## src/rtl/seg_display_scan.sv

```systemverilog
// Four-digit multiplexed seven-segment scanner with frame-synchronous
// display update, dead-time anode blanking and leading-zero suppression.
module seg_display_scan #(
  parameter int CLK_DIV  = 50000,
  parameter int DEAD_CYC = 2,
  parameter int LZB      = 1
) (
  input  logic        clk,
  input  logic        rst,
  input  logic [15:0] data,
  input  logic        load,
  input  logic [3:0]  dp_in,
  output logic [3:0]  q,
  output logic [3:0]  an,
  output logic        dp,
  output logic        frame
);

  localparam int CW = (CLK_DIV > 2) ? $clog2(CLK_DIV) : 1;
  localparam logic [CW-1:0] CNT_MAX = CW'(CLK_DIV - 1);
  localparam logic [CW-1:0] DEAD_V  = CW'(DEAD_CYC);

  logic [CW-1:0] cnt_q, cnt_d;
  logic [1:0]    sel_q, sel_d;
  logic [15:0]   pend_data_q, pend_data_d;
  logic [3:0]    pend_dp_q, pend_dp_d;
  logic          pend_flag_q, pend_flag_d;
  logic [15:0]   disp_data_q, disp_data_d;
  logic [3:0]    disp_dp_q, disp_dp_d;
  logic [3:0]    q_q, q_d;
  logic [3:0]    an_q, an_d;
  logic          dp_q, dp_d;
  logic          frame_q, frame_d;

  logic          tick;
  logic          bound;
  logic [3:0]    zero;
  logic [3:0]    blank;
  logic          dead;

  assign tick  = (cnt_q == CNT_MAX);
  assign bound = tick && (sel_q == 2'd3);

  always_comb begin
    cnt_d = tick ? '0 : cnt_q + 1'b1;
    sel_d = tick ? sel_q + 2'd1 : sel_q;
  end

  // A load on the boundary cycle goes to pending; display takes the old one.
  always_comb begin
    pend_data_d = pend_data_q;
    pend_dp_d   = pend_dp_q;
    pend_flag_d = pend_flag_q;
    disp_data_d = disp_data_q;
    disp_dp_d   = disp_dp_q;
    if (bound && pend_flag_q) begin
      disp_data_d = pend_data_q;
      disp_dp_d   = pend_dp_q;
      pend_flag_d = 1'b0;
    end
    if (load) begin
      pend_data_d = data;
      pend_dp_d   = dp_in;
      pend_flag_d = 1'b1;
    end
  end

  always_comb begin
    for (int i = 0; i < 4; i++) begin
      zero[i] = (disp_data_q[i*4 +: 4] == 4'h0);
    end
    blank    = '0;
    if (LZB != 0) begin
      blank[3] = zero[3] & ~disp_dp_q[3];
      blank[2] = zero[3] & zero[2] & ~disp_dp_q[2];
      blank[1] = zero[3] & zero[2] & zero[1] & ~disp_dp_q[1];
    end
  end

  always_comb begin
    dead    = (cnt_q < DEAD_V);
    q_d     = disp_data_q[{sel_q, 2'b00} +: 4];
    an_d    = 4'hF;
    if (!dead && !blank[sel_q]) begin
      an_d  = ~(4'b0001 << sel_q);
    end
    dp_d    = (an_d == 4'hF) ? 1'b1 : ~disp_dp_q[sel_q];
    frame_d = bound;
  end

  always_ff @(posedge clk) begin
    if (rst) begin
      cnt_q       <= '0;
      sel_q       <= '0;
      pend_data_q <= '0;
      pend_dp_q   <= '0;
      pend_flag_q <= 1'b0;
      disp_data_q <= '0;
      disp_dp_q   <= '0;
      q_q         <= 4'h0;
      an_q        <= 4'hF;
      dp_q        <= 1'b1;
      frame_q     <= 1'b0;
    end else begin
      cnt_q       <= cnt_d;
      sel_q       <= sel_d;
      pend_data_q <= pend_data_d;
      pend_dp_q   <= pend_dp_d;
      pend_flag_q <= pend_flag_d;
      disp_data_q <= disp_data_d;
      disp_dp_q   <= disp_dp_d;
      q_q         <= q_d;
      an_q        <= an_d;
      dp_q        <= dp_d;
      frame_q     <= frame_d;
    end
  end

  assign q     = q_q;
  assign an    = an_q;
  assign dp    = dp_q;
  assign frame = frame_q;

endmodule

```

## config.mk

```make
export PLATFORM = sky130hd
export DESIGN_NAME = seg_display_scan
export DESIGN_NICKNAME = d
export VERILOG_FILES = /design/src/rtl/seg_display_scan.sv
export SDC_FILE = /design/constraint.sdc
export NUM_CORES = 1
export LEC_CHECK = 0
export CORE_UTILIZATION = 30
export DETAILED_ROUTE_END_ITERATION = 8
export PLACE_DENSITY = 0.62
export SYNTH_ARGS = -nofsm -noshare
export SYNTH_HDL_FRONTEND = slang
export SYNTH_SLANG_ARGS = --single-unit
```

## constraint.sdc

```tcl
create_clock -name clk -period 1.7 [get_ports clk]
set_input_delay 0.51 -clock clk [delete_from_list [all_inputs] [get_ports clk]]
set_output_delay 0.51 -clock clk [all_outputs]
set_load 0.1 [all_outputs]
```

==> metrics.txt, run 1 <==
starting density of the core 30.78%; Hold Fails Final Rpt 0; Setup WS pre-CTS 0.02638 ns; Clock Latency Late Sink between 0.3 and 0.4 ns; initial antenna violation count 0; number of enable flip-flop cells after synthesis 0; first-pass GRT wire length 8928 microns; drt pass-1 iters 4; setup TNS 0 ns; post-synthesis sequential area ratio around 46%; final critical-path share of the clock period about 96%; Synth cell types 33; Routed WL 5552 microns; Die ar. 0.01034 sq mm; Net Count, Synth 324; Slew headroom 77.14%; Pint 2.761 mW; Area Overhead vs Synth 30.39%; wire per inst around 12 microns; total grt overflow 0; synthesized area 0.002980 sq mm; Leak Pwr about 1.4 nW; Post-synth ARST share 0%; Clock power frac between 40% and 50%; Core ar. 0.009684 sq mm; CTS tree done; Worst-path clk slew 0.07 ns; number of core rows 36; Critical Path Slowest Stage Cell dfxtp_1; Longest Clk Path Bufs 2; Post-Synthesis Cells 296; Psw 0.7687 mW; Worst Skew roughly 0.013 ns; PwrDens 908.3 mW/mm^2; commonest cells in the netlist dfxtp_1 (69), nand2b_1 (41), mux2i_1 (40), nor2_1 (40), xnor2_1 (12); Slew @ Worst Pin 0.3398 ns; Crit path largest cell delay 0.39 ns; crit path DAT 1.91 ns; Seq cells post-synth 69; WS Path Type reg2reg; area leader, netlist dfxtp_1; Setup violations, final 0; critical path endpoint category flip-flop; Top FF cell, synth dfxtp_1; Root Buffer clkbuf_8; Die W 101.7 microns; post-synth top area share 46.35%; DR DRC count 0; diode count 0; post-DP HPWL between 3000 and 4000 microns; sequential fraction of design power 47.4%; mean post-synth cell area between 10 and 15 sq um; fraction of layout cells with a size suffix above 1 approximately 16%; IO Port Bufs 32; reg2reg setup slack between 0.07 and 0.08 ns; Initial DRC Count about 90; via count 2,137; clock sinks 69; I/O pin count 33; Reg area 0.001381 sq mm; status completed; final critical-path required period about 1.6 ns; met3 usage 2.346%; TritonCTS buffer count 9; synth top area cells dfxtp_1 (46%), mux2i_1 (13%), nand2b_1 (8.6%); Max VDD drop 0.0004503 V; GRT met1 Usage 14.97%; Final WS setup 0.07493 ns; RSZ-0062 raised after global routing false; DIE HEIGHT a little over 100 microns; GR peak layer met2; most common cell in the netlist dfxtp_1; Via density 4.489; Final Slew Violations 0; vias in the first global route 1,923; net switching fraction of the power 21.78%; Max Cap Viol 0; Hold/Removal Path Class reg2reg; Comb power frac 6.5%; # H-tree levels 3; hold_buf cts 0; Worst EP required 1.98 ns; fillcell total 938; worst-path fanout max 10; Max Freq 615.4 MHz; startpoint types flip-flop; DRT antenna net count 0; worst-path cell chain nor4_4 > and4_4 > and3_4 > clkbuf_16 > mux2i_1; yosys warns 0; Tot GR Track Use a little under an eighth; RD Place Congestion 0.7991; largest net degree at the start of global routing 71; Multi-input gate area 0.001454 sq mm; met2 usage between 10% and 20%; Layout Nets 366
-- critical path: cells and delay by family (launching register included) --
family	cells	cell delay, ns
and+or+nand+nor	3	0.81
DFF	1	0.39
buffers and inverters	1	0.18
muxes	1	0.18
-- cells in the final DEF, fill, tap and decap left out, types with 5 or more instances in the layout --
cell type,Yosys,final
dfxtp_1,69,69
mux4_2,5,5
mux2i_1,40,40
clkdlybuf4s50_1,0,21
nor2_1,40,40
buf_12,2,13
clkbuf_8,0,9
ha_1,5,5
xnor2_1,12,12
inv_1,9,9
nand2_1,9,9
nand3_1,7,7
nor4_1,8,8
nand2b_1,41,41
buf_4,1,14
-- metrics by stage --
stage / instance area, sq um / utilization (%) / hold WS (ns) / total power [mW] / std cells
floorplan: 2980 / - / 0.4295 / 1.839 / 296
global placement: 3598 / 37.16 / 0.4580 / 1.939 / 458
detailed placement: 3598 / 37.16 / 0.4657 / 1.943 / 458
CTS: 3844 / 39.69 / 0.4771 / 3.575 / 474
global route: 3886 / 40.13 / 0.5034 / 3.664 / 476
finish: 3886 / 40.13 / 0.4756 / 3.530 / 476
-- area by class of cell --
cell class | instances | area share [%]
clock buffer | 9 | 3.187
sequential | 69 | 35.54
tap | 133 | 4.282
inverter | 9 | 0.8693
clock inverter | 7 | 3.123
multi-input combinational | 199 | 37.41
timing repair buffer | 50 | 15.58
-- sequential cells by signal, summed over array words and instances (netlist names) --
name / count
cnt_q: 16
disp_data_q: 16
pend_data_q: 16
an: 4
disp_dp_q: 4
pend_dp_q: 4
q: 4
sel_q: 2
dp: 1
frame: 1
pend_flag_q: 1
-- per-layer routing --
layer	routed length, microns	vias to the layer above
met5	0	-
met4	163	0
met3	260	12
met2	2433	60
met1	2694	984
li1	-	1081
-- cells by family after synthesis --
logic type	share of synthesized area [%]
simple gates	22.96
flops	46.35
mux	17.21
buf+inv	5.205
xor+xnor	4.408
compound gates	1.764
fa+ha+maj	2.099
-- power groups by stage --
stage / Sequential [mW] / Clock, mW / Combinational, mW
floorplan: 1.72 / 0 / 0.118
detailed placement: 1.71 / 0 / 0.232
CTS: 1.67 / 1.67 / 0.233
global route: 1.68 / 1.74 / 0.248
global placement: 1.71 / 0 / 0.229
finish: 1.67 / 1.63 / 0.228
-- final timing paths --
kind | from | endpoint | cells past startpoint
setup reg to reg | cnt_q[4] | disp_data_q[1] | 5
setup / recovery | cnt_q[4] | disp_data_q[1] | 5
hold / removal | pend_data_q[13] | disp_data_q[13] | 2
hold reg to reg | pend_data_q[13] | disp_data_q[13] | 2
-- repair_timing --
action	4_1_cts	5_1_grt
gates resized for setup	0	3
endpoints found under the setup margin	0	18
buffers inserted	0	1
Note: power is estimated with default switching activity, not from simulation.
==> inputs of run 2 (changes only) <==
Settings changed: REMOVE_ABC_BUFFERS set to 1.
Clock period 1.7 ns to 1.4 ns, I/O delays scaled along.
==> run 2 against run 1 <==
  * The run now ends with DRC, setup timing left
  * Routed wire length grew 17%
  * Sequential power grew 22%
  * Sequential share of layout area shrank 3.1 points
  * Clock power shrank 13%
  * Clock skew shrank 0.0027 ns
  * Count of clock-buffer cells in the layout grew 1
  * Largest power group unchanged
  * Final cell count grew 5.3%
  * Worst hold slack lost 0.0013 ns
  * Non-clock buffer count grew 24
  * First-iteration DRC count shrank 13%
==> metrics.txt, run 2 (same netlist as run 1, synthesis figures left out) <==
CTS tree done; Max Freq 627.2 MHz (+1.9%); hold endpoint disp_dp_q[0]; Root Buffer clkbuf_8; I/O pin count 33 (unchanged); initial antenna violation count 0 (unchanged); DR DRC count 1 (+1); RR Endpoint disp_data_q[4]; Met3 Wirelength 156 microns (-40%); Layout Nets 391 (+6.8%); critical path endpoint category flip-flop; Hold Fails Final Rpt 0 (unchanged); reg2reg setup slack -0.19 ns (-0.27 ns); hold path cells 2 (unchanged); most frequent cells in the layout dfxtp_1 (61), nand2b_1 (41), mux2i_1 (40); via count 2,226 (+4.2%); Reg-to-Reg Start cnt_q[1]; r2r worst-path depth 6 (+1); Die ar. 0.01034 sq mm (unchanged); Slew headroom 79.68% (+2.5 points); WL met2 2987 microns (+23%); fillcell total 893 (-4.8%); first-pass GRT wire length 10,060 microns (+13%); biggest regs cnt_q (16), disp_data_q (16), pend_data_q (16); TritonCTS buffer count 9 (unchanged); Longest Clk Path Bufs 2 (unchanged); number of core rows 36 (unchanged); crit path DAT 1.87 ns (-0.04 ns); Max Cap Viol 0 (unchanged); Highest Signal Layer met4; wire per inst 12.96 microns (+11%); Die W 101.7 microns (unchanged); commonest non-fill, non-tap cell in the layout dfxtp_1; post-DP HPWL 3983 microns (+4.2%); Max VDD drop 0.0003664 V (-19%); drt pass-1 iters 6 (+2); clock sinks 69 (unchanged); RD Place Congestion 0.7945 (-0.58%); Reg area 0.001396 sq mm (+1.1%); Worst Skew 0.01014 ns (-0.002669 ns); Worst EP required 1.68 ns (-0.30 ns); Tot GR Track Use 12.87% (+1.5 points); startpoint types flip-flop; Worst Setup SP cnt_q[1]; Final WS setup -0.1944 ns (-0.2693 ns); RSZ-0062 raised after global routing true; Leak Pwr 1.594 nW (+11%); largest net degree at the start of global routing 40 (-44%); Multi-input gate area 0.001684 sq mm (+16%); Routed WL 6492 microns (+17%); PwrDens 875.2 mW/mm^2 (-3.6%); final critical-path required period 1.594 ns (-0.03069 ns); status finished, violations left; fraction of layout cells with a size suffix above 1 31.25% (+15 points); diode count 0 (unchanged); failing checks DRC, setup timing; Clock Latency Late Sink 0.35 ns (about the same); HP Start disp_dp_q[0]; Hold/Removal Path Class reg2reg; Area Overhead vs Synth 44.33%; Initial DRC Count 77 (-13%); Worst-path clk slew 0.08 ns (about the same); Total Power 3.765 mW (+6.7%); worst-path fanout max 5 (-5); Core ar. 0.009684 sq mm (unchanged); Slew @ Worst Pin 0.3023 ns (-0.03751 ns); setup TNS -3.511 ns (-3.511 ns); DIE HEIGHT 101.7 microns (unchanged); hold_buf cts 0 (unchanged); starting density of the core 30.78% (unchanged); IO Port Bufs 32 (unchanged); DRT antenna net count 0 (unchanged); total grt overflow 0 (unchanged); Final Slew Violations 0 (unchanged); WS Path Type reg2reg; # H-tree levels 3 (unchanged); Via density 4.443 (-1.0%); vias in the first global route 2,101 (+9.3%); met1 WL 3157 microns (+17%); final critical-path share of the clock period 113.9% (+18 points); Setup violations, final 28 (+28)
## run 2: cell count changes in the layout (fill, tap and decap cells not counted), sizes merged
| cell | delta |
|---|---|
| bufinv | -3 |
| clkinvlp | +2 |
| clkbuf | +2 |
| buf | +23 |
| nand4 | +1 |
## run 2: critical path: stages, from the launching register on
cell and delay [ns]:
dfxtp_2 0.36, ha_4 0.13, and4_1 0.19, and4_4 0.23, and3_4 0.27, clkbuf_16 0.18
mux2i_1 0.17
## run 2: how the worst max path moves through the flow
stage | endpoint | slack [ns]
final | disp_data_q[4] | -0.19
after global routing | disp_data_q[11] | -0.27
after CTS | disp_data_q[1] | -0.18
after detailed placement | disp_data_q[15] | -0.20
after global placement | disp_data_q[11] | -0.15
after floorplan | disp_data_q[0] | -0.71
## run 2: area by class of cell
cell class | count | area share (%)
multi-input cells | 200 | 39.15
flip-flops and latches | 69 | 32.46
repair buffers | 74 | 19.87
well taps | 133 | 3.869
clock buffers | 10 | 2.967
clock inverters | 6 | 0.9017
inverters | 9 | 0.7853
## run 2: report_power, final
group | internal (mW) | switching (mW) | leakage [nW] | total [mW]
clock network | 0.639 | 0.779 | 0.0824 | 1.42
logic | 0.170 | 0.144 | 0.946 | 0.314
registers | 2.00 | 0.0276 | 0.565 | 2.03
total | 2.81 | 0.951 | 1.59 | 3.76
## run 2: metrics by stage
step / instances / utilization [%] / worst slack (ns) / cell area (sq um) / hold slack (ns)
finish: 501 / 44.42 / -0.1944 / 4302 / 0.4743
floorplan: 277 / - / -0.7092 / 2859 / 0.4295
global route: 501 / 44.42 / -0.2655 / 4302 / 0.5041
CTS: 496 / 42.48 / -0.1768 / 4114 / 0.4796
global placement: 473 / 38.58 / -0.1501 / 3736 / 0.4590
detailed placement: 473 / 38.58 / -0.1987 / 3736 / 0.4668
## run 2: repair_timing
action / in CTS / in global routing
endpoints found under the setup margin: 35 / 44
resized for setup: 35 / 30
buffers inserted: 5 / 7
pin swaps: 14 / 11
cloned: 2 / 3
## run 2: per-layer routing
layer / vias to the layer above / GRT usage [%]
li1: 1136 / -
met1: 1032 / 17.34
met2: 41 / 18.76
met3: 17 / 1.725
met4: 0 / 9.476
met5: - / 0
